<file path="src/rtl/calc_pkg.sv">
// -----------------------------------------------------------------------------
// calc_pkg
// Shared definitions for the calculator front end: the four user phases
// (whose encoding is also the IDLE value seen by the display selector and
// the RGB LED driver) and the ALU opcode constants.
// No ports; imported with "import calc_pkg::*".
// -----------------------------------------------------------------------------
package calc_pkg;

    // Phase encoding doubles as the IDLE output, so the values are fixed.
    typedef enum logic [1:0] {
        S_OP1    = 2'b00,
        S_OP2    = 2'b01,
        S_OPSEL  = 2'b10,
        S_RESULT = 2'b11
    } calc_state_t;

    // Opcodes carried on ALU_CTRL.
    localparam logic [1:0] ALU_ADD = 2'b00;
    localparam logic [1:0] ALU_SUB = 2'b01;
    localparam logic [1:0] ALU_AND = 2'b10;
    localparam logic [1:0] ALU_OR  = 2'b11;

    // True while the result is on display.
    function automatic logic is_result(input calc_state_t s);
        return (s == S_RESULT);
    endfunction

endpackage

</file>
<file path="src/rtl/btn_conditioner.sv">
// -----------------------------------------------------------------------------
// btn_conditioner
// Turns one raw, bouncing, asynchronous push-button into a single-cycle
// pulse per press.
//   CLK      in   system clock
//   RESET    in   asynchronous, active-high reset
//   BTN_RAW  in   raw button level (asynchronous)
//   PULSE    out  one-cycle pulse on each accepted press (registered)
// Press latency from the first edge sampling the button high is
// 2 + DEBOUNCE_CYCLES cycles; releases and short glitches give no pulse.
// -----------------------------------------------------------------------------
module btn_conditioner #(
    parameter int DEBOUNCE_CYCLES = 500000
) (
    input  logic CLK,
    input  logic RESET,
    input  logic BTN_RAW,
    output logic PULSE
);

    localparam int                 CNT_W    = $clog2(DEBOUNCE_CYCLES + 1);
    localparam logic [CNT_W-1:0]   CNT_LAST = CNT_W'(DEBOUNCE_CYCLES - 1);

    logic             sync_a;
    logic             sync_b;
    logic             stable;
    logic             last_stable;
    logic [CNT_W-1:0] count;

    // The counter only runs while the synchronised level disagrees with the
    // accepted level; any sample that agrees restarts it, so a change is
    // accepted only after DEBOUNCE_CYCLES consecutive disagreeing samples.
    // The pulse is taken from the stable/last_stable pair one cycle after
    // the stable level rises, which keeps it fully registered.
    always_ff @(posedge CLK or posedge RESET) begin
        if (RESET) begin
            sync_a      <= 1'b0;
            sync_b      <= 1'b0;
            stable      <= 1'b0;
            last_stable <= 1'b0;
            count       <= '0;
            PULSE       <= 1'b0;
        end else begin
            sync_a      <= BTN_RAW;
            sync_b      <= sync_a;
            last_stable <= stable;
            PULSE       <= stable & ~last_stable;
            if (sync_b == stable) begin
                count <= '0;
            end else if (count == CNT_LAST) begin
                stable <= sync_b;
                count  <= '0;
            end else begin
                count <= count + CNT_W'(1);
            end
        end
    end

endmodule

</file>
<file path="src/rtl/calc_sequencer.sv">
// -----------------------------------------------------------------------------
// calc_sequencer
// Front-end controller for the calculator datapath. Walks the user through
// operand 1, operand 2, operation select and result, with undo and result
// chaining.
//   CLK        in   system clock
//   RESET      in   asynchronous, active-high reset
//   SW         in   WIDTH raw value switches (asynchronous, quasi-static)
//   BTN_ENTER  in   raw button: accept the phase and advance
//   BTN_UNDO   in   raw button: step back one phase
//   BTN_CHAIN  in   raw button: reuse the result as operand 1
//   RESULTADO  in   WIDTH ALU result
//   OVERFLOW   in   ALU error flag
//   OP_1       out  WIDTH registered operand 1
//   OP_2       out  WIDTH registered operand 2
//   ALU_CTRL   out  2 registered opcode
//   IDLE       out  2 current phase (display select / LED)
//   DONE       out  high while in the result phase
// -----------------------------------------------------------------------------
module calc_sequencer
    import calc_pkg::*;
#(
    parameter int WIDTH           = 16,
    parameter int DEBOUNCE_CYCLES = 500000
) (
    input  logic             CLK,
    input  logic             RESET,
    input  logic [WIDTH-1:0] SW,
    input  logic             BTN_ENTER,
    input  logic             BTN_UNDO,
    input  logic             BTN_CHAIN,
    input  logic [WIDTH-1:0] RESULTADO,
    input  logic             OVERFLOW,
    output logic [WIDTH-1:0] OP_1,
    output logic [WIDTH-1:0] OP_2,
    output logic [1:0]       ALU_CTRL,
    output logic [1:0]       IDLE,
    output logic             DONE
);

    calc_state_t      state;
    calc_state_t      state_next;
    logic [WIDTH-1:0] op1_next;
    logic [WIDTH-1:0] op2_next;
    logic [1:0]       ctrl_next;
    logic [WIDTH-1:0] sw_sync_a;
    logic [WIDTH-1:0] sw_sync_b;
    logic             enter_pulse;
    logic             undo_pulse;
    logic             chain_pulse;

    btn_conditioner #(.DEBOUNCE_CYCLES(DEBOUNCE_CYCLES)) u_enter (
        .CLK     (CLK),
        .RESET   (RESET),
        .BTN_RAW (BTN_ENTER),
        .PULSE   (enter_pulse)
    );

    btn_conditioner #(.DEBOUNCE_CYCLES(DEBOUNCE_CYCLES)) u_undo (
        .CLK     (CLK),
        .RESET   (RESET),
        .BTN_RAW (BTN_UNDO),
        .PULSE   (undo_pulse)
    );

    btn_conditioner #(.DEBOUNCE_CYCLES(DEBOUNCE_CYCLES)) u_chain (
        .CLK     (CLK),
        .RESET   (RESET),
        .BTN_RAW (BTN_CHAIN),
        .PULSE   (chain_pulse)
    );

    // Switch bus synchroniser; the switches are quasi-static so a plain
    // two-flop bus is adequate.
    always_ff @(posedge CLK or posedge RESET) begin
        if (RESET) begin
            sw_sync_a <= '0;
            sw_sync_b <= '0;
        end else begin
            sw_sync_a <= SW;
            sw_sync_b <= sw_sync_a;
        end
    end

    // Phase, operand and opcode registers. DONE is registered from the next
    // phase so it always agrees with IDLE.
    always_ff @(posedge CLK or posedge RESET) begin
        if (RESET) begin
            state    <= S_OP1;
            OP_1     <= '0;
            OP_2     <= '0;
            ALU_CTRL <= 2'b00;
            DONE     <= 1'b0;
        end else begin
            state    <= state_next;
            OP_1     <= op1_next;
            OP_2     <= op2_next;
            ALU_CTRL <= ctrl_next;
            DONE     <= is_result(state_next);
        end
    end

    // The current phase's register tracks the switches every cycle; button
    // pulses then override it. UNDO beats ENTER beats CHAIN, and losing
    // pulses are simply dropped. UNDO in the first phase has nowhere to go
    // back to, so it clears operand 1 for a cycle instead.
    always_comb begin
        state_next = state;
        op1_next   = OP_1;
        op2_next   = OP_2;
        ctrl_next  = ALU_CTRL;
        case (state)
            S_OP1: begin
                op1_next = sw_sync_b;
                if (undo_pulse) begin
                    op1_next = '0;
                end else if (enter_pulse) begin
                    state_next = S_OP2;
                end
            end
            S_OP2: begin
                op2_next = sw_sync_b;
                if (undo_pulse) begin
                    state_next = S_OP1;
                end else if (enter_pulse) begin
                    state_next = S_OPSEL;
                end
            end
            S_OPSEL: begin
                ctrl_next = sw_sync_b[1:0];
                if (undo_pulse) begin
                    state_next = S_OP2;
                end else if (enter_pulse) begin
                    state_next = S_RESULT;
                end
            end
            S_RESULT: begin
                if (undo_pulse) begin
                    state_next = S_OPSEL;
                end else if (enter_pulse) begin
                    state_next = S_OP1;
                end else if (chain_pulse && !OVERFLOW) begin
                    op1_next   = RESULTADO;
                    state_next = S_OP2;
                end
            end
            default: begin
                state_next = S_OP1;
            end
        endcase
    end

    assign IDLE = state;

endmodule

</file>
<file path="config.mk">
export PLATFORM = sky130hd
export DESIGN_NAME = calc_sequencer
export DESIGN_NICKNAME = d
export VERILOG_FILES = /design/src/rtl/calc_pkg.sv /design/src/rtl/btn_conditioner.sv /design/src/rtl/calc_sequencer.sv
export SDC_FILE = /design/constraint.sdc
export NUM_CORES = 1
export LEC_CHECK = 0
export BUFFER_PORTS_ARGS = -buffer_cell sky130_fd_sc_hd__clkbuf_2
export CAP_MARGIN = 30
export CORE_ASPECT_RATIO = 0.8
export CORE_MARGIN = 2
export CORE_UTILIZATION = 57
export DETAILED_ROUTE_END_ITERATION = 8
export HOLD_SLACK_MARGIN = 0.1
export PLACE_DENSITY = 0.8
export SKIP_LAST_GASP = 1
export SYNTH_ARGS = -nofsm -noshare
export SYNTH_HDL_FRONTEND = slang
export SYNTH_HIERARCHICAL = 1
export SYNTH_SLANG_ARGS = --single-unit
</file>
<file path="constraint.sdc">
create_clock -name CLK -period 2.1 [get_ports CLK]
set_input_delay 0.21 -clock CLK [delete_from_list [all_inputs] [get_ports CLK]]
set_output_delay 0.21 -clock CLK [all_outputs]
set_load 0.05 [all_outputs]
</file>
==> results of run 1 <==
## final timing paths
path	startpoint	end	slack (ns)	depth (start not counted)
setup / recovery	u_chain/count[0]	u_chain/count[18]	0.29	5
hold / removal	RESULTADO[13]	OP_1[13]	0.11	3
setup reg to reg	u_chain/count[0]	u_chain/count[18]	0.29	5
hold reg to reg	u_chain/sync_a	u_chain/sync_b	0.35	0
max in group asynchronous	RESET	u_chain/sync_a	0.98	3
min in group asynchronous	RESET	u_enter/count[5]	0.42	4
## where the power goes
group          switching [mW]  internal, mW
clock network            1.16          1.79
registers              0.0320          2.77
logic                   0.124         0.113
total                    1.31          4.67
## stage by stage
stage,util,power (mW)
after floorplan,-,2.96
after global placement,0.626,3.03
after detailed placement,0.626,3.04
after CTS,0.715,6.03
after global routing,0.715,6.20
final,0.715,5.98
## worst min-delay path, cell delays in order
cell and delay (ns):
clkbuf_2 0.09, a21oi_1 0.05, o21ai_1 0.13
## cells by family (layout without fill, tap and decap cells)
family,count (synthesis),in the layout
mux,23,23
fa+ha+maj,3,3
buf+inv,27,155
compound gates,57,57
xor+xnor,45,45
flops,141,141
simple gates,200,200
## flip-flops by register name, summed over array words and instances (netlist names), 2 cells and up
signal,cells
ALU_CTRL,2
IDLE,2
OP_1,16
OP_2,16
sw_sync_a,16
sw_sync_b,16
u_chain/count,19
u_enter/count,19
u_undo/count,19
## what timing repair did
item                      in CTS  in global routing
hold endpoints to repair     173                  0
gates resized for setup        0                  0
hold buffers                  33                  0
## cells in the final DEF (no fill, tap or decap), types with 17 or more instances in the layout
| cell type | count |
|---|---|
| nand2_1 | 35 |
| xnor2_1 | 21 |
| dfrtp_1 | 141 |
| clkbuf_2 | 74 |
| dlygate4sd3_1 | 33 |
| nand3_1 | 21 |
| clkbuf_16 | 17 |
| nor2_1 | 51 |
| mux2_2 | 19 |
| a21oi_1 | 25 |
| xor2_1 | 24 |
## metal layers
layer | vias up | share of wire
met3 | 18 | 0.046
li1 | 1972 | -
met2 | 108 | 0.51
met5 | - | 0
met1 | 2019 | 0.43
met4 | 0 | 0.012
## synthesized netlist by cell type (3+ instances only)
library cell / instances
nand4b_1: 6
and2_1: 4
inv_1: 4
or4b_1: 6
o21ai_0: 6
buf_12: 3
o21ai_1: 14
xor2_1: 24
mux2_4: 4
and3_1: 9
nand4_1: 12
buf_2: 3
nand3_1: 21
clkbuf_2: 3
nor3_1: 3
nor4_1: 6
and4_1: 6
or4_4: 3
dfrtp_1: 141
nor2b_1: 4
ha_1: 3
or4_1: 3
nor3b_1: 16
nor2_1: 51
nor3_2: 3
or2_1: 3
o41ai_1: 3
mux2_2: 19
a21oi_1: 25
or3_1: 3
clkbuf_1: 4
xnor2_1: 21
a21bo_1: 3
o31ai_1: 3
buf_6: 8
and4_2: 3
nand2_1: 35
## cell type report
class,instances,area [sq um],area share
clock inverters,13,140,0.0192
multi-input cells,328,2170,0.297
flip-flops and latches,141,3530,0.484
well taps,140,175,0.0240
inverters,4,15.0,0.00206
repair buffers,119,828,0.114
clock buffers,19,443,0.0607
==> metrics.yaml, run 1 <==
flow_run:
  drv_cap: 0
finish:
  areaGrowthSynthToFinish_pct: 23.2
  fill_cells: 695
  final_cell_area_sq_um: 7300
  n_antenna_cell: 0
  final_nets: 652
  instances_no_fill: 764
  drive_above_1_share: 0.242
yosys:
  syn_nets: 537
  synth_seq_area_share: 0.596
  avgSynthCellArea_sq_um: 11.9
  ys_ff_latch: 141
  synthMuxAreaShare: 0.0463
  synthAdderAreaFrac: 0.00634
  synth_area_sq_um: 5920
  synth_cells: 496
  async_flop_share: 1.00
  synth_top_family_by_area: "simple AND/OR/NAND/NOR gates"
  netlist.area_leader.share: 0.596
  synth_cell_types: 43
  synth_area_leaders: "dfrtp_1 60%, mux2_2 3.6%, xor2_1 3.6%, nor2_1 3.2%, xnor2_1 3.1%"
  synth_warnings: 6
  synth_compound_area_frac: 0.0575
  synth_area_leader_cell: "dfrtp_1"
  synth-edff-count: 0
  synthSimpleGateAreaFrac: 0.189
  ys.flop_type: "dfrtp_1"
  synth-xor-area-share: 0.0666
timing:
  fin_ws_ns: 0.291
  period_needed_ns: 1.81
  slew_headroom: 0.404
  finalClockSkew_ns: 0.00752
  worst-slew-pin-transition_ns: 0.893
  tns_ns: 0
  rsz0062_at_grt: "false"
  fmax_ghz: 0.553
  hold_viol: 0
  finalSetupViolations: 0
  drv_slew: 0
  hold_ws_ns: 0.110
  fin_crit_sh: 0.862
clocking:
  cts_tree: "yes"
  path_clk_slew_ns: 0.06
  clock_latency_ns: 0.42
  root_buffer: "clkbuf_16"
  cts.sinks: 141
  cts_buffers: 17
  cts_setup_buffers: 0
  h-tree-depth: 4
  clk_path_buf_depth: 2
placed_design:
  hpwl_microns: 7780
  place.port_buffers: 74
  place_ws_ns: 0.313
  place.gp.congestion: 0.882
  place_area_sq_um: 6380
  placed_cells: 699
critical_path:
  cp_cell_sequence: "ha_1 > nand3_1 > nor2_1 > or4b_1 > a21oi_1"
  cp.arrival_ns: 2.15
  cp_top_family: "simple AND/OR/NAND/NOR gates"
  required_ns: 2.44
  crit_path_start_kind: "flop"
  critPathBufInv: 0
  max_stage_delay_ns: 0.46
  critPathSlowestCell: "or4b_1"
  criticalPathCategory: "reg2reg"
  cp-end-kind: "flop"
  worstPathMaxFanout: 6
grt:
  gr-usage-met3: 0.0598
  grt_max_degree: 70
  use_met2: 0.410
  grt_pass1_vias: 4186
  grt_antenna_before_repair: 0
  overflow: 0
  track_usage: 0.241
  grt_busiest_layer: "met2"
  grt_pass1_wl_microns: 20900
  grt_util_met1: 0.304
route:
  vias: 4117
  wirelength_microns: 12600
  dr.pass1.iters: 5
  drt-initial-drc-count: 210
  wl_per_cell_microns: 16.5
  via_per_inst: 5.39
  drtAntennaViolNets: 0
  drc_errors: 0
die:
  core-area_sq_um: 10200
  die_area_sq_um: 11200
  io_pins: 75
  floorplan.initialDensity: 0.581
  die_width_microns: 118
  rows: 33
  die_y_microns: 95.2
power:
  peakVddDrop_mv: 0.707
  power_leakage_nw: 3.40
  power_density_nw_per_um2: 820
run_status:
  status: "finished, final reports clean"
min_path:
  hold_class: "in2reg"
Note: power is estimated with default switching activity, not from simulation.
==> run 2, diff against run 1 <==
REMOVE_ABC_BUFFERS = 1   (was unset)
==> run 2 against run 1 <==
  * Sequential power is essentially flat
  * Global-route usage is essentially flat
  * Flip-flop and latch count is the same
  * Routed wire length is 0.34% higher
  * Clock power barely moved
  * Clock skew about the same
  * Setup slack lost 0.12 ns
  * Power fell by 0.50%
  * Die area unchanged
  * Largest cell class unchanged
==> metrics.yaml, run 2 (synthesis gave the netlist of run 1 again) <==
run_status:
  status: "finished, final reports clean"
grt:
  gr-usage-met3: 0.0628
  overflow: 0
  grt_util_met1: 0.297
  grt_max_degree: 70
  use_met2: 0.414
  grt_pass1_vias: 4233
  grt_busiest_layer: "met2"
  track_usage: 0.240
  grt_antenna_before_repair: 0
  grt_pass1_wl_microns: 20800
min_path:
  hold_depth: 3
  hold_class: "in2reg"
timing:
  hold_viol: 0
  drv_slew: 0
  rsz0062_at_grt: "false"
  worst-slew-pin-transition_ns: 0.867
  period_needed_ns: 1.93
  finalClockSkew_ns: 0.00742
  finalSetupViolations: 0
  hold_ws_ns: 0.110
  fmax_ghz: 0.519
  slew_headroom: 0.421
  tns_ns: 0
  fin_crit_sh: 0.917
finish:
  final_nets: 647
  layout_common_cells: "141 x dfrtp_1, 74 x clkbuf_2, 51 x nor2_1"
  n_antenna_cell: 0
  final_cell_area_sq_um: 7240
  drive_above_1_share: 0.239
  areaGrowthSynthToFinish_pct: 22.2
  fill_cells: 696
  reg_top3: "u_chain/count x19, u_enter/count x19, u_undo/count x19"
  final_common_cell: "dfrtp_1"
  instances_no_fill: 759
placed_design:
  place_area_sq_um: 6330
  hpwl_microns: 8060
  place.port_buffers: 74
  place.gp.congestion: 0.869
  placed_cells: 695
clocking:
  cts_setup_buffers: 0
  root_buffer: "clkbuf_16"
  cts_tree: "yes"
  path_clk_slew_ns: 0.06
  cts_buffers: 17
  h-tree-depth: 4
  clk_path_buf_depth: 2
  clock_latency_ns: 0.42
  cts.sinks: 141
power:
  peakVddDrop_mv: 0.754
  power_density_nw_per_um2: 822
  power_leakage_nw: 3.36
  power_mw: 5.95
critical_path:
  required_ns: 2.37
  worstPathMaxFanout: 17
  cp_cell_sequence: "or4_4 > nor3_2 > a21bo_1 > nor2_1"
  cp.arrival_ns: 2.20
  max_stage_delay_ns: 0.56
  cp-end-kind: "flop"
  critPathSlowestCell: "or4_4"
  critPathBufInv: 0
  path_depth: 4
  criticalPathCategory: "reg2reg"
  crit_path_start_kind: "flop"
  cp_top_family: "simple AND/OR/NAND/NOR gates"
  reg2regPathDepth: 4
route:
  dr.pass1.iters: 5
  drtAntennaViolNets: 0
  wirelength_microns: 12600
  wl_per_cell_microns: 16.6
  drt-initial-drc-count: 323
  via_per_inst: 5.49
  vias: 4165
  drc_errors: 0
die:
  floorplan.initialDensity: 0.581
  rows: 33
  die_area_sq_um: 11200
  die_width_microns: 118
  io_pins: 75
  core-area_sq_um: 10200
  die_y_microns: 95.2
flow_run:
  drv_cap: 0
-- run 2: cell count changes in the layout (fill, tap and decap cells not counted), moves of 2 or more --
cell and delta:
clkinv_2 -4, inv_8 +3, buf_12 -2, buf_4 -2
clkinvlp_4 +2, inv_6 +2
-- run 2: where the power goes --
| group | switching [mW] | internal, mW | total (mW) |
|---|---|---|---|
| Clock | 1.22 | 1.71 | 2.92 |
| Combinational | 0.121 | 0.103 | 0.224 |
| Sequential | 0.0321 | 2.77 | 2.80 |
| Total | 1.37 | 4.58 | 5.95 |
-- run 2: area by class of cell --
| cell class | instances | area, sq um | area share |
|---|---|---|---|
| repair buffers | 114 | 763 | 0.105 |
| clock inverters | 14 | 148 | 0.0204 |
| well taps | 140 | 175 | 0.0242 |
| inverters | 4 | 15.0 | 0.00208 |
| clock buffers | 18 | 439 | 0.0607 |
| flip-flops and latches | 141 | 3530 | 0.488 |
| multi-input cells | 328 | 2170 | 0.299 |
-- run 2: worst paths after layout --
check	start	end	slack, ns
worst min register to register	sw_sync_a[9]	sw_sync_b[9]	0.34
max in group asynchronous	RESET	u_chain/sync_a	0.98
worst min-delay path	RESULTADO[5]	OP_1[5]	0.11
min in group asynchronous	RESET	u_undo/sync_b	0.25
worst max-delay path	u_chain/count[11]	u_chain/count[9]	0.17
worst max register to register	u_chain/count[11]	u_chain/count[9]	0.17
-- run 2: worst min-delay path, delay by kind of cell --
family / cells / cell delay [ns]
AO/OA/AOI/OAI: 2 / 0.19
buffers and inverters: 1 / 0.08
-- run 2: repair_timing --
item	4_1_cts	5_1_grt
hold endpoints to repair	171	1
hold buffers	31	1
resized for setup	0	0
endpoints found under the setup margin	0	0
-- run 2: routing by layer --
metal,vias to the layer above,wire [microns]
met2,122,6510
met3,15,543
li1,1961,-
met1,2067,5450
met4,0,117
met5,-,0
-- run 2: per-stage QoR --
step / setup slack, ns / utilization
after detailed placement: 0.178 / 0.621
final: 0.174 / 0.709
after CTS: 0.171 / 0.709
after floorplan: -0.158 / -
after global routing: 0.0328 / 0.709
after global placement: 0.285 / 0.621
